**src/rtl/apb3_pkg.sv**
```systemverilog
// Shared definitions for the APB3 initiator: FSM state encoding, the default
// ACCESS-phase timeout, peripheral register offsets and the counter sizing helper.
package apb3_pkg;

    typedef enum logic [1:0] {
        ST_IDLE   = 2'd0,
        ST_SETUP  = 2'd1,
        ST_ACCESS = 2'd2,
        ST_RESP   = 2'd3
    } apb3_state_e;

    localparam int TIMEOUT_DEFAULT = 255;

    localparam logic [31:0] OFFSET_SWITCH_STATUS = 32'h0000_0000;
    localparam logic [31:0] OFFSET_SERVO1        = 32'h0000_0010;
    localparam logic [31:0] OFFSET_SERVO2        = 32'h0000_0014;

    // Wait counter width: wide enough to hold TIMEOUT_CYCLES, never below 8 bits.
    function automatic int wait_cnt_width(input int timeout_cycles);
        int w;
        w = $clog2(timeout_cycles + 1);
        if (w < 8) begin
            w = 8;
        end
        return w;
    endfunction

endpackage

```
**src/rtl/apb3_wait_timer.sv**
```systemverilog
// ACCESS-phase wait counter with timeout compare. The counter is cleared
// while the initiator is in SETUP and counts every ACCESS cycle in which the
// peripheral is not ready. expired_o flags the cycle whose count-up would
// reach TIMEOUT_CYCLES, so the abort lands on exactly that edge.
module apb3_wait_timer
    import apb3_pkg::*;
#(
    parameter int TIMEOUT_CYCLES = TIMEOUT_DEFAULT
) (
    input  logic clk_i,
    input  logic rst_i,
    input  logic clear_i,
    input  logic count_en_i,
    output logic expired_o
);

    localparam int            CW       = wait_cnt_width(TIMEOUT_CYCLES);
    localparam logic [CW-1:0] LAST_CNT = CW'(TIMEOUT_CYCLES - 1);
    localparam logic          ENABLED  = (TIMEOUT_CYCLES != 0);

    logic [CW-1:0] count_q;
    logic [CW-1:0] count_d;

    // Next count: clear has priority over counting.
    always_comb begin
        count_d = count_q;
        if (clear_i) begin
            count_d = '0;
        end else if (count_en_i) begin
            count_d = count_q + CW'(1);
        end
    end

    // Counter register with synchronous reset.
    always_ff @(posedge clk_i) begin
        if (rst_i) begin
            count_q <= '0;
        end else begin
            count_q <= count_d;
        end
    end

    assign expired_o = ENABLED && count_en_i && (count_q == LAST_CNT);

endmodule

```
**src/rtl/apb3_initiator.sv**
```systemverilog
// APB3 initiator: converts one command at a time into an APB3 SETUP/ACCESS
// transfer and returns a single response. Every output is driven from a flop.
//
// Handshakes: a command transfers on a rising edge where cmd_valid and
// cmd_ready are both high; a response transfers on a rising edge where
// rsp_valid and rsp_ready are both high. Payload is held stable while valid
// is high and the transfer has not happened; cmd_valid is ignored outside IDLE.
module apb3_initiator
    import apb3_pkg::*;
#(
    parameter int TIMEOUT_CYCLES = TIMEOUT_DEFAULT
) (
    input  logic        PCLK,
    input  logic        PRESET,
    input  logic        cmd_valid,
    output logic        cmd_ready,
    input  logic        cmd_write,
    input  logic [31:0] cmd_addr,
    input  logic [31:0] cmd_wdata,
    output logic        rsp_valid,
    input  logic        rsp_ready,
    output logic [31:0] rsp_rdata,
    output logic        rsp_err,
    output logic        rsp_timeout,
    output logic        PSEL,
    output logic        PENABLE,
    output logic        PWRITE,
    output logic [31:0] PADDR,
    output logic [31:0] PWDATA,
    input  logic [31:0] PRDATA,
    input  logic        PREADY,
    input  logic        PSLVERR,
    output apb3_state_e dbg_state_o
);

    apb3_state_e state_q, state_d;
    logic        cmd_ready_q, cmd_ready_d;
    logic        psel_q, psel_d;
    logic        penable_q, penable_d;
    logic        pwrite_q, pwrite_d;
    logic [31:0] paddr_q, paddr_d;
    logic [31:0] pwdata_q, pwdata_d;
    logic        rsp_valid_q, rsp_valid_d;
    logic [31:0] rsp_rdata_q, rsp_rdata_d;
    logic        rsp_err_q, rsp_err_d;
    logic        rsp_timeout_q, rsp_timeout_d;

    logic timer_clear;
    logic timer_en;
    logic timer_expired;

    assign timer_clear = (state_q == ST_SETUP);
    assign timer_en    = (state_q == ST_ACCESS) && !PREADY;

    apb3_wait_timer #(
        .TIMEOUT_CYCLES (TIMEOUT_CYCLES)
    ) u_wait_timer (
        .clk_i      (PCLK),
        .rst_i      (PRESET),
        .clear_i    (timer_clear),
        .count_en_i (timer_en),
        .expired_o  (timer_expired)
    );

    // Next-state and next-output logic; everything holds unless a phase ends.
    always_comb begin
        state_d       = state_q;
        cmd_ready_d   = cmd_ready_q;
        psel_d        = psel_q;
        penable_d     = penable_q;
        pwrite_d      = pwrite_q;
        paddr_d       = paddr_q;
        pwdata_d      = pwdata_q;
        rsp_valid_d   = rsp_valid_q;
        rsp_rdata_d   = rsp_rdata_q;
        rsp_err_d     = rsp_err_q;
        rsp_timeout_d = rsp_timeout_q;

        unique case (state_q)
            ST_IDLE: begin
                if (cmd_valid && cmd_ready_q) begin
                    state_d     = ST_SETUP;
                    cmd_ready_d = 1'b0;
                    psel_d      = 1'b1;
                    pwrite_d    = cmd_write;
                    paddr_d     = cmd_addr;
                    pwdata_d    = cmd_wdata;
                end
            end
            ST_SETUP: begin
                state_d   = ST_ACCESS;
                penable_d = 1'b1;
            end
            ST_ACCESS: begin
                // A ready peripheral wins over a timeout on the same edge.
                if (PREADY) begin
                    state_d       = ST_RESP;
                    psel_d        = 1'b0;
                    penable_d     = 1'b0;
                    rsp_valid_d   = 1'b1;
                    rsp_rdata_d   = pwrite_q ? 32'h0 : PRDATA;
                    rsp_err_d     = PSLVERR;
                    rsp_timeout_d = 1'b0;
                end else if (timer_expired) begin
                    state_d       = ST_RESP;
                    psel_d        = 1'b0;
                    penable_d     = 1'b0;
                    rsp_valid_d   = 1'b1;
                    rsp_rdata_d   = 32'h0;
                    rsp_err_d     = 1'b1;
                    rsp_timeout_d = 1'b1;
                end
            end
            ST_RESP: begin
                if (rsp_ready) begin
                    state_d     = ST_IDLE;
                    rsp_valid_d = 1'b0;
                    cmd_ready_d = 1'b1;
                end
            end
            default: begin
                state_d = ST_IDLE;
            end
        endcase
    end

    // State and output registers; reset abandons any transfer without a response.
    always_ff @(posedge PCLK) begin
        if (PRESET) begin
            state_q       <= ST_IDLE;
            cmd_ready_q   <= 1'b1;
            psel_q        <= 1'b0;
            penable_q     <= 1'b0;
            pwrite_q      <= 1'b0;
            paddr_q       <= 32'h0;
            pwdata_q      <= 32'h0;
            rsp_valid_q   <= 1'b0;
            rsp_rdata_q   <= 32'h0;
            rsp_err_q     <= 1'b0;
            rsp_timeout_q <= 1'b0;
        end else begin
            state_q       <= state_d;
            cmd_ready_q   <= cmd_ready_d;
            psel_q        <= psel_d;
            penable_q     <= penable_d;
            pwrite_q      <= pwrite_d;
            paddr_q       <= paddr_d;
            pwdata_q      <= pwdata_d;
            rsp_valid_q   <= rsp_valid_d;
            rsp_rdata_q   <= rsp_rdata_d;
            rsp_err_q     <= rsp_err_d;
            rsp_timeout_q <= rsp_timeout_d;
        end
    end

    assign cmd_ready   = cmd_ready_q;
    assign PSEL        = psel_q;
    assign PENABLE     = penable_q;
    assign PWRITE      = pwrite_q;
    assign PADDR       = paddr_q;
    assign PWDATA      = pwdata_q;
    assign rsp_valid   = rsp_valid_q;
    assign rsp_rdata   = rsp_rdata_q;
    assign rsp_err     = rsp_err_q;
    assign rsp_timeout = rsp_timeout_q;
    assign dbg_state_o = state_q;

endmodule

```
**config.mk**
```make
export PLATFORM = sky130hd
export DESIGN_NAME = apb3_initiator
export DESIGN_NICKNAME = d
export VERILOG_FILES = /design/src/rtl/apb3_pkg.sv /design/src/rtl/apb3_wait_timer.sv /design/src/rtl/apb3_initiator.sv
export SDC_FILE = /design/constraint.sdc
export NUM_CORES = 1
export LEC_CHECK = 0
export CORE_MARGIN = 2
export CORE_UTILIZATION = 35
export CTS_BUF_LIST = sky130_fd_sc_hd__clkbuf_16
export DETAILED_ROUTE_END_ITERATION = 10
export PLACE_DENSITY = 0.77
export SETUP_SLACK_MARGIN = 0.3
export SLEW_MARGIN = 10
export SYNTH_ARGS = -nofsm -noshare
export SYNTH_HDL_FRONTEND = slang
export SYNTH_SLANG_ARGS = --single-unit
```
**constraint.sdc**
```tcl
create_clock -name PCLK -period 2.2 [get_ports PCLK]
set_clock_uncertainty 0.2 [all_clocks]
set_input_delay 0.55 -clock PCLK [delete_from_list [all_inputs] [get_ports PCLK]]
set_output_delay 0.55 -clock PCLK [all_outputs]
set_load 0.05 [all_outputs]
```
-- Yosys cells after proc, flatten, opt, wreduce, memory -nomap -nowiden
Cells that the tools add are included.
- $add $sub $neg: 1
- mux-type cells: 22
- equality and inequality tests: 7
- reductions and logical operators: 18
- operators with widths (cell ; number):
    $mux W32 ; 3
    $reduce_and A3 Y1 ; 4
    $mux W1 ; 10
    $reduce_bool A2 Y1 ; 5
    $add A8 B1 Y8 const B ; 1
    $eq A8 B8 Y1 const B ; 1
    $mux W2 ; 4
    $pmux W1 S2 ; 4
    $pmux W2 S4 ; 1
    $reduce_and A2 Y1 ; 3
    $eq A2 B2 Y1 const B ; 2
    $ne A2 B2 Y1 const B ; 2
    $logic_and A1 B1 Y1 ; 3
    $ne A3 B3 Y1 const B ; 1
    $eq A2 B1 Y1 const B ; 1
    $logic_not A2 Y1 ; 1
    $reduce_or A2 Y1 ; 1
    $logic_not A1 Y1 ; 1
- register bits: 113
- logic and storage cells: 60
- output and inout port bits: 105

-- Longest topological paths before layout
Gate-level depths: netlist of the first run.
- word-level depth: 6
- gate-level depth with buffers: 8

-- Cells and area by module
A second synthesis of the first run with hierarchy kept.
- cells, all modules: 445
- area total of the unflattened synthesis: 4066.4 um^2
- modules (own cells, without submodules) (module ; instances ; area each (um^2) ; cells an instance ; seq. area each (um^2)):
    apb3_initiator ; 1 ; 3688.5 ; 403 ; 2102.0
    apb3_wait_timer ; 1 ; 377.9 ; 42 ; 160.2

-- Worst setup path before layout of the first run
Ideal clock, no wire load.
- path kind: flip-flop to flip-flop
- start point: register state_q[0], in the netlist dbg_state_o[0]
- end point: register paddr_q[14], in the netlist PADDR[14]
- slack: 72 ps
- stages on the path, launching flop included: 8
- arrival: 1857 ps
- library setup time: 70 ps
- required time: 1930 ps
- period minus slack after synthesis: 2128 ps
- cell sequence: dfxtp_1 inv_1 ha_1 nand3_1 buf_2 buf_1 nand2_1 a21oi_1
- word-level cells in the longest chain between the ends: 2
- RTL lines (what ; line ; source):
    start, declared ; apb3_initiator.sv:36 ; apb3_state_e state_q, state_d;
    start signal, assigned ; apb3_initiator.sv:142 ; state_q <= state_d;
    $logic_not A2 Y1 ; apb3_initiator.sv:79 ; unique case (state_q)
    $reduce_and A2 Y1 (no line) ; -- ;
    end signal, assigned ; apb3_initiator.sv:147 ; paddr_q <= paddr_d;
    end, declared ; apb3_initiator.sv:41 ; logic [31:0] paddr_q, paddr_d;
Every way passes these cells.
A chain may end at the register's enable or synchronous reset.

-- Final worst setup path of the first run
- start point: register cmd_ready_q, in the netlist cmd_ready
- end point: output cmd_ready
- RTL lines (what ; line ; source):
    start, declared ; apb3_initiator.sv:37 ; logic cmd_ready_q, cmd_ready_d;
    start signal, assigned ; apb3_initiator.sv:143 ; cmd_ready_q <= cmd_ready_d;
    end, declared ; apb3_initiator.sv:16 ; output logic cmd_ready,
No word-level cell between the ends.

==> results of run 1 <==
==> Yosys cell counts (all sizes together) <==
| cell type | instances | area share (%) |
|---|---|---|
| buf | 26 | 3.5 |
| xnor2 | 2 | 0.44 |
| nor3 | 2 | 0.38 |
| nand2b | 1 | 0.16 |
| o21a | 1 | 0.19 |
| and3b | 1 | 0.22 |
| nand3 | 2 | 0.25 |
| and3 | 4 | 0.63 |
| o21ai | 1 | 0.41 |
| or2 | 1 | 0.16 |
| clkbuf | 5 | 0.47 |
| o21bai | 1 | 0.19 |
| nor2b | 3 | 0.47 |
| a21o | 1 | 0.19 |
| nor2 | 14 | 1.3 |
| nand2 | 137 | 13 |
| nor3b | 1 | 0.19 |
| nand4 | 5 | 0.94 |
| a211oi | 3 | 0.56 |
| ha | 6 | 1.9 |
| inv | 4 | 0.38 |
| xor2 | 5 | 1.1 |
| a311oi | 1 | 0.22 |
| a22o | 32 | 7.0 |
| o31ai | 1 | 0.19 |
| dfxtp | 113 | 57 |
| a21oi | 72 | 9.3 |
==> kinds of logic (layout without fill, tap and decap cells) <==
family | count (synthesis) | after routing | share of synthesized area, %
adder cells (fa/ha/maj) | 6 | 6 | 1.876
AO/OA/AOI/OAI | 113 | 113 | 18.22
AND/OR/NAND/NOR | 171 | 171 | 17.54
flip-flops | 113 | 113 | 56.52
XOR/XNOR | 7 | 7 | 1.532
buffers and inverters | 35 | 255 | 4.314
==> metal layers <==
layer | track usage, % | vias to the layer above | part of all wire [%]
li1 | - | 1908 | -
met1 | 21.18 | 1755 | 42
met2 | 29.16 | 172 | 46
met3 | 7.545 | 18 | 9.6
met4 | 8.333 | 0 | 1.8
met5 | 0 | - | 0
==> stage by stage <==
stage	area, µm²	setup slack [ps]	utilization (%)	instances
after global placement	5998	92.66	53.21	776
after floorplan	4013	383.7	-	445
final	6629	374.1	58.81	808
after CTS	6626	324.3	58.79	808
after global routing	6629	303.4	58.81	808
after detailed placement	5998	26.65	53.21	776
==> sequential cells by signal, summed over array words and instances (netlist names) <==
| signal | count |
|---|---|
| rsp_err | 1 |
| dbg_state_o | 2 |
| PSEL | 1 |
| rsp_timeout | 1 |
| rsp_valid | 1 |
| u_wait_timer.count_q | 8 |
| rsp_rdata | 32 |
| PENABLE | 1 |
| PWDATA | 32 |
| PWRITE | 1 |
| cmd_ready | 1 |
| PADDR | 32 |
==> final timing paths <==
kind | slack, ps | endpoint
setup / recovery | 370 | cmd_ready
hold / removal | 250 | PWDATA[26]$_SDFFE_PP0P_
setup reg to reg | 420 | rsp_rdata[23]$_SDFFE_PP0P_
hold reg to reg | 250 | PWDATA[26]$_SDFFE_PP0P_
==> power groups by stage <==
stage | combinational, µW | sequential, µW | clock [µW]
finish | 3020 | 2600 | 2850
global route | 3230 | 2650 | 3020
CTS | 3050 | 2610 | 2910
detailed placement | 3040 | 2640 | 0
global placement | 3000 | 2630 | 0
floorplan | 897 | 3740 | 0
==> final cells by class <==
class	instances	area, µm²
clock inverters	14	177.7
flip-flops and latches	113	2267
multi-input cells	297	1583
clock buffers	18	450.4
fillers	980	4643
inverters	4	15.01
well taps	143	178.9
repair buffers	219	1957
==> timing repair <==
action / 4_1_cts / 5_1_grt
setup endpoints to repair: 0 / 37
gates resized for setup: 0 / 1
setup buffers: 0 / 0
hold buffers: 0 / 0
==> flow_summary.toml, run 1 <==
[status]
outcome = "completed"

[job]
max_cap_viol_count = 0

[critical_path]
cp.depth = 1
worstSetupPathType = "reg2out"
critical_path_peak_fanout = 6
startpoint_type = "flop"
cp.arrival_ps = 1080
cpPeakStageDelay_ps = 430
worstPathCellList = "buf_4"
crit_family = "flip-flops"
startpoint = "cmd_ready$_SDFFE_PP1P_"
r2r_cells = 7
path_buf_inv = 1
crit_required_ps = 1450
r2r_start = "dbg_state_o[0]$_SDFFE_PP0P_"
worstSetupEndpointType = "output port"
slowest_stage = "dfxtp_1"

[detailed_routing]
drt_iter0_drc = 210
drcViolationCount = 0
via_count = 3853
drtPass1Iterations = 4
drtAntennaViolNets = 0
post_drt_wl_per_cell_um = 13.68
via_per_inst = 4.769
drt_wl_total_um = 11050

[hold_path]
min_from = "PWDATA[26]$_SDFFE_PP0P_"
hold_path_depth = 2
hold_path_class = "reg2reg"

[global_routing]
grtUsageTotal_pct = 18.17
grt_max_degree = 49
grt_pass1_vias = 3804
grt_pass1_wl_um = 18000
antenna_found_initial = 0
grt.overflow.total = 0

[die]
initial_core_util_pct = 35.51
core-area_um2 = 11270
row_count = 39
dieArea_um2 = 12310
die_x_um = 110.9
io_pins = 208
dieHeight_um = 110.9

[timing]
fmax_mhz = 547.7
rsz0062_at_grt = "no"
period_share_pct = 83.00
tightest_slew_ps = 419.7
max_slew_margin_pct = 72.02
drv_slew = 0
setup_viol = 0
hold_violations = 0
post-route-min-period_ps = 1826
holdWs_ps = 254.0
fin_tns_setup_ps = 0

[power_and_ir_drop]
clockPowerShare_pct = 33.6
peakVddDrop_v = 0.0005922
power_uw = 8472
swShare_pct = 37.79
power_frac_comb_pct = 35.6
internal_power_uw = 5271
power.density_nw_per_um2 = 1278
switchingPower_uw = 3201
pwr-share-seq_pct = 30.7
leakage_uw = 0.002792

[cts]
cts_tree = "yes"
cts_sinks = 113
root_buffer = "clkbuf_16"
cts_htree_levels = 4
clk_latency_ps = 400
clock_path_buffers = 2
path_clk_slew_ps = 50
numCtsBuffers = 17

[logic_synthesis]
synth.net_count = 554
synth_warnings = 0
ys_seq_elements = 113
syn_area_um2 = 4003
yosysSeqAreaShare_pct = 56.52
post_synth.cell_area_avg_um2 = 8.995
synthCells = 445
synth.distinct_cells = 33

[place]
port_buffers = 207
gp_congestion = 0.8192
hpwl_um = 7932

[cells_and_area]
drive_gt1_share_pct = 23.91
layout.nets = 761
layout_common_cells = "137 x nand2_1, 112 x buf_4, 111 x dfxtp_1"
num_antenna_cells = 0
final_common_cell = "nand2_1"
area_growth_syn_to_layout_pct = 65.61
(Power assumes the default switching activity.)
==> run 2, diff against run 1 <==
==> constraint.sdc (replaced) <==
create_clock -name PCLK -period 1.9 [get_ports PCLK]
set_clock_uncertainty 0.2 [all_clocks]
set_input_delay 0.475 -clock PCLK [delete_from_list [all_inputs] [get_ports PCLK]]
set_output_delay 0.475 -clock PCLK [all_outputs]
set_load 0.05 [all_outputs]
==> flow_summary.toml, run 2 (synthesis results as in run 1) <==
[detailed_routing]
drcViolationCount = 0
via_per_inst = 4.949
post_drt_wl_per_cell_um = 16.98
drt_wl_total_um = 14270
via_count = 4157
drt_iter0_drc = 235
drtPass1Iterations = 4
drtAntennaViolNets = 0

[critical_path]
r2r_cells = 8
worstPathCellList = "clkdlybuf4s50_1 -> nor2b_4 -> o21ai_4 -> a21oi_4 -> buf_6 -> buf_16 -> a22o_1"
cpPeakStageDelay_ps = 490
path_buf_inv = 3
cp.depth = 7
cp.arrival_ps = 1840
worstSetupEndpointType = "flop"
critical_path_peak_fanout = 8
worstSetupPathType = "in2reg"
slowest_stage = "clkdlybuf4s50_1"
startpoint_type = "primary input"
crit_family = "buffers and inverters"
crit_required_ps = 2040

[cells_and_area]
drive_gt1_share_pct = 43.62
area_growth_syn_to_layout_pct = 108.3
post-route-util_pct = 73.97
num_antenna_cells = 0
layout_common_cells = "136 x nand2_1, 101 x dfxtp_2, 101 x clkdlybuf4s50_1"
stdcell_count = 840
layout.nets = 793
final_common_cell = "nand2_1"

[power_and_ir_drop]
leakage_uw = 0.003334
power_frac_comb_pct = 42.5
power.density_nw_per_um2 = 1397
clockPowerShare_pct = 29.5
pwr-share-seq_pct = 28.0
swShare_pct = 35.02
internal_power_uw = 7572
power_uw = 11650
peakVddDrop_v = 0.0008352
switchingPower_uw = 4081

[global_routing]
grt_pass1_vias = 4401
antenna_found_initial = 0
grt.overflow.total = 0
grt_max_degree = 35
grt_pass1_wl_um = 21570
grtUsageTotal_pct = 22.16

[timing]
hold_violations = 0
rsz0062_at_grt = "yes"
tightest_slew_ps = 368.1
drv_slew = 0
period_share_pct = 89.43
setup_viol = 0
post-route-min-period_ps = 1699
holdWs_ps = 248.5
fmax_mhz = 588.6
max_slew_margin_pct = 75.46

[die]
initial_core_util_pct = 35.51
row_count = 39
core-area_um2 = 11270
dieHeight_um = 110.9
dieArea_um2 = 12310
io_pins = 208
die_x_um = 110.9

[cts]
postCtsHoldBufs = 0
clk_latency_ps = 410
numCtsBuffers = 17
root_buffer = "clkbuf_16"
clock_path_buffers = 2
cts_htree_levels = 4
cts_sinks = 113
cts_tree = "yes"
path_clk_slew_ps = 50

[hold_path]
hold_path_depth = 2
hold_path_class = "in2reg"

[place]
dp_cells = 777
hpwl_um = 8742
port_buffers = 207
gp_congestion = 0.7541

[status]
outcome = "completed"

[job]
max_cap_viol_count = 0
[run 2: changes by cell type in the layout (fill, tap and decap cells not counted), moves of 4 or more]
| cell | previous run | this run |
|---|---|---|
| dfxtp_1 | 111 | 6 |
| dfxtp_2 | 1 | 101 |
| buf_4 | 112 | 28 |
| buf_12 | 5 | 78 |
| buf_6 | 0 | 28 |
| buf_8 | 0 | 8 |
| dfxtp_4 | 1 | 6 |
| clkbuf_16 | 18 | 22 |
| inv_6 | 4 | 0 |
[run 2: final timing paths]
| path | start | end | slack, ps |
|---|---|---|---|
| worst max-delay path | PREADY | rsp_rdata[4]$_SDFFE_PP0P_ | 200 |
| worst min-delay path | PRESET | PSEL$_SDFFE_PP0P_ | 250 |
| worst max register to register | dbg_state_o[0]$_SDFFE_PP0P_ | rsp_rdata[4]$_SDFFE_PP0P_ | 200 |
| worst min register to register | PADDR[16]$_SDFFE_PP0P_ | PADDR[16]$_SDFFE_PP0P_ | 260 |
[run 2: metal layers]
metal | track usage (%) | up-vias | routed length (µm)
met4 | 8.917 | 0 | 254
met5 | 0 | - | 0
met3 | 8.803 | 22 | 1162
li1 | - | 1980 | -
met2 | 39.88 | 174 | 7338
met1 | 22.97 | 1981 | 5509
[run 2: timing repair]
| action | in CTS | in global routing |
|---|---|---|
| endpoints found under the setup margin | 213 | 137 |
| pin swaps | 4 | 6 |
| buffers inserted | 11 | 13 |
| hold endpoints to repair | 0 | 0 |
| gates cloned | 3 | 4 |
| gates resized for setup | 154 | 22 |
[run 2: final cells by class]
class / count / area [µm²]
well taps: 143 / 178.9
repair buffers: 251 / 3406
flip-flops and latches: 113 / 2411
inverters: 4 / 17.52
clock inverters: 14 / 192.7
clock buffers: 18 / 450.4
fillers: 698 / 2934
multi-input cells: 297 / 1682
[run 2: power by group through the flow]
| stage | Sequential (µW) | Clock [µW] | Combinational [µW] |
|---|---|---|---|
| after floorplan | 4350 | 0 | 1090 |
| after global placement | 3190 | 0 | 4080 |
| after detailed placement | 3210 | 0 | 4160 |
| after CTS | 3250 | 3490 | 4600 |
| after global routing | 3300 | 3600 | 5170 |
| final | 3260 | 3440 | 4950 |
[run 2: stage by stage]
step                      worst slack, ps  cell area (µm²)  TNS [ps]
final                               200.9             8338         0
after global routing                148.7             8338         0
after CTS                           225.0             8065         0
after detailed placement           -198.8             6928     -9703
after global placement             -149.8             6928     -6303
after floorplan                     143.8             4056         0
[run 2: worst reg2reg max path, cell delays in order, from the launching register on]
cell and delay [ps]:
dfxtp_4 360, inv_4 70, ha_4 140, nor2b_4 170, o21ai_4 80, a21oi_4 190, buf_6 160, buf_16 130
a22o_1 140
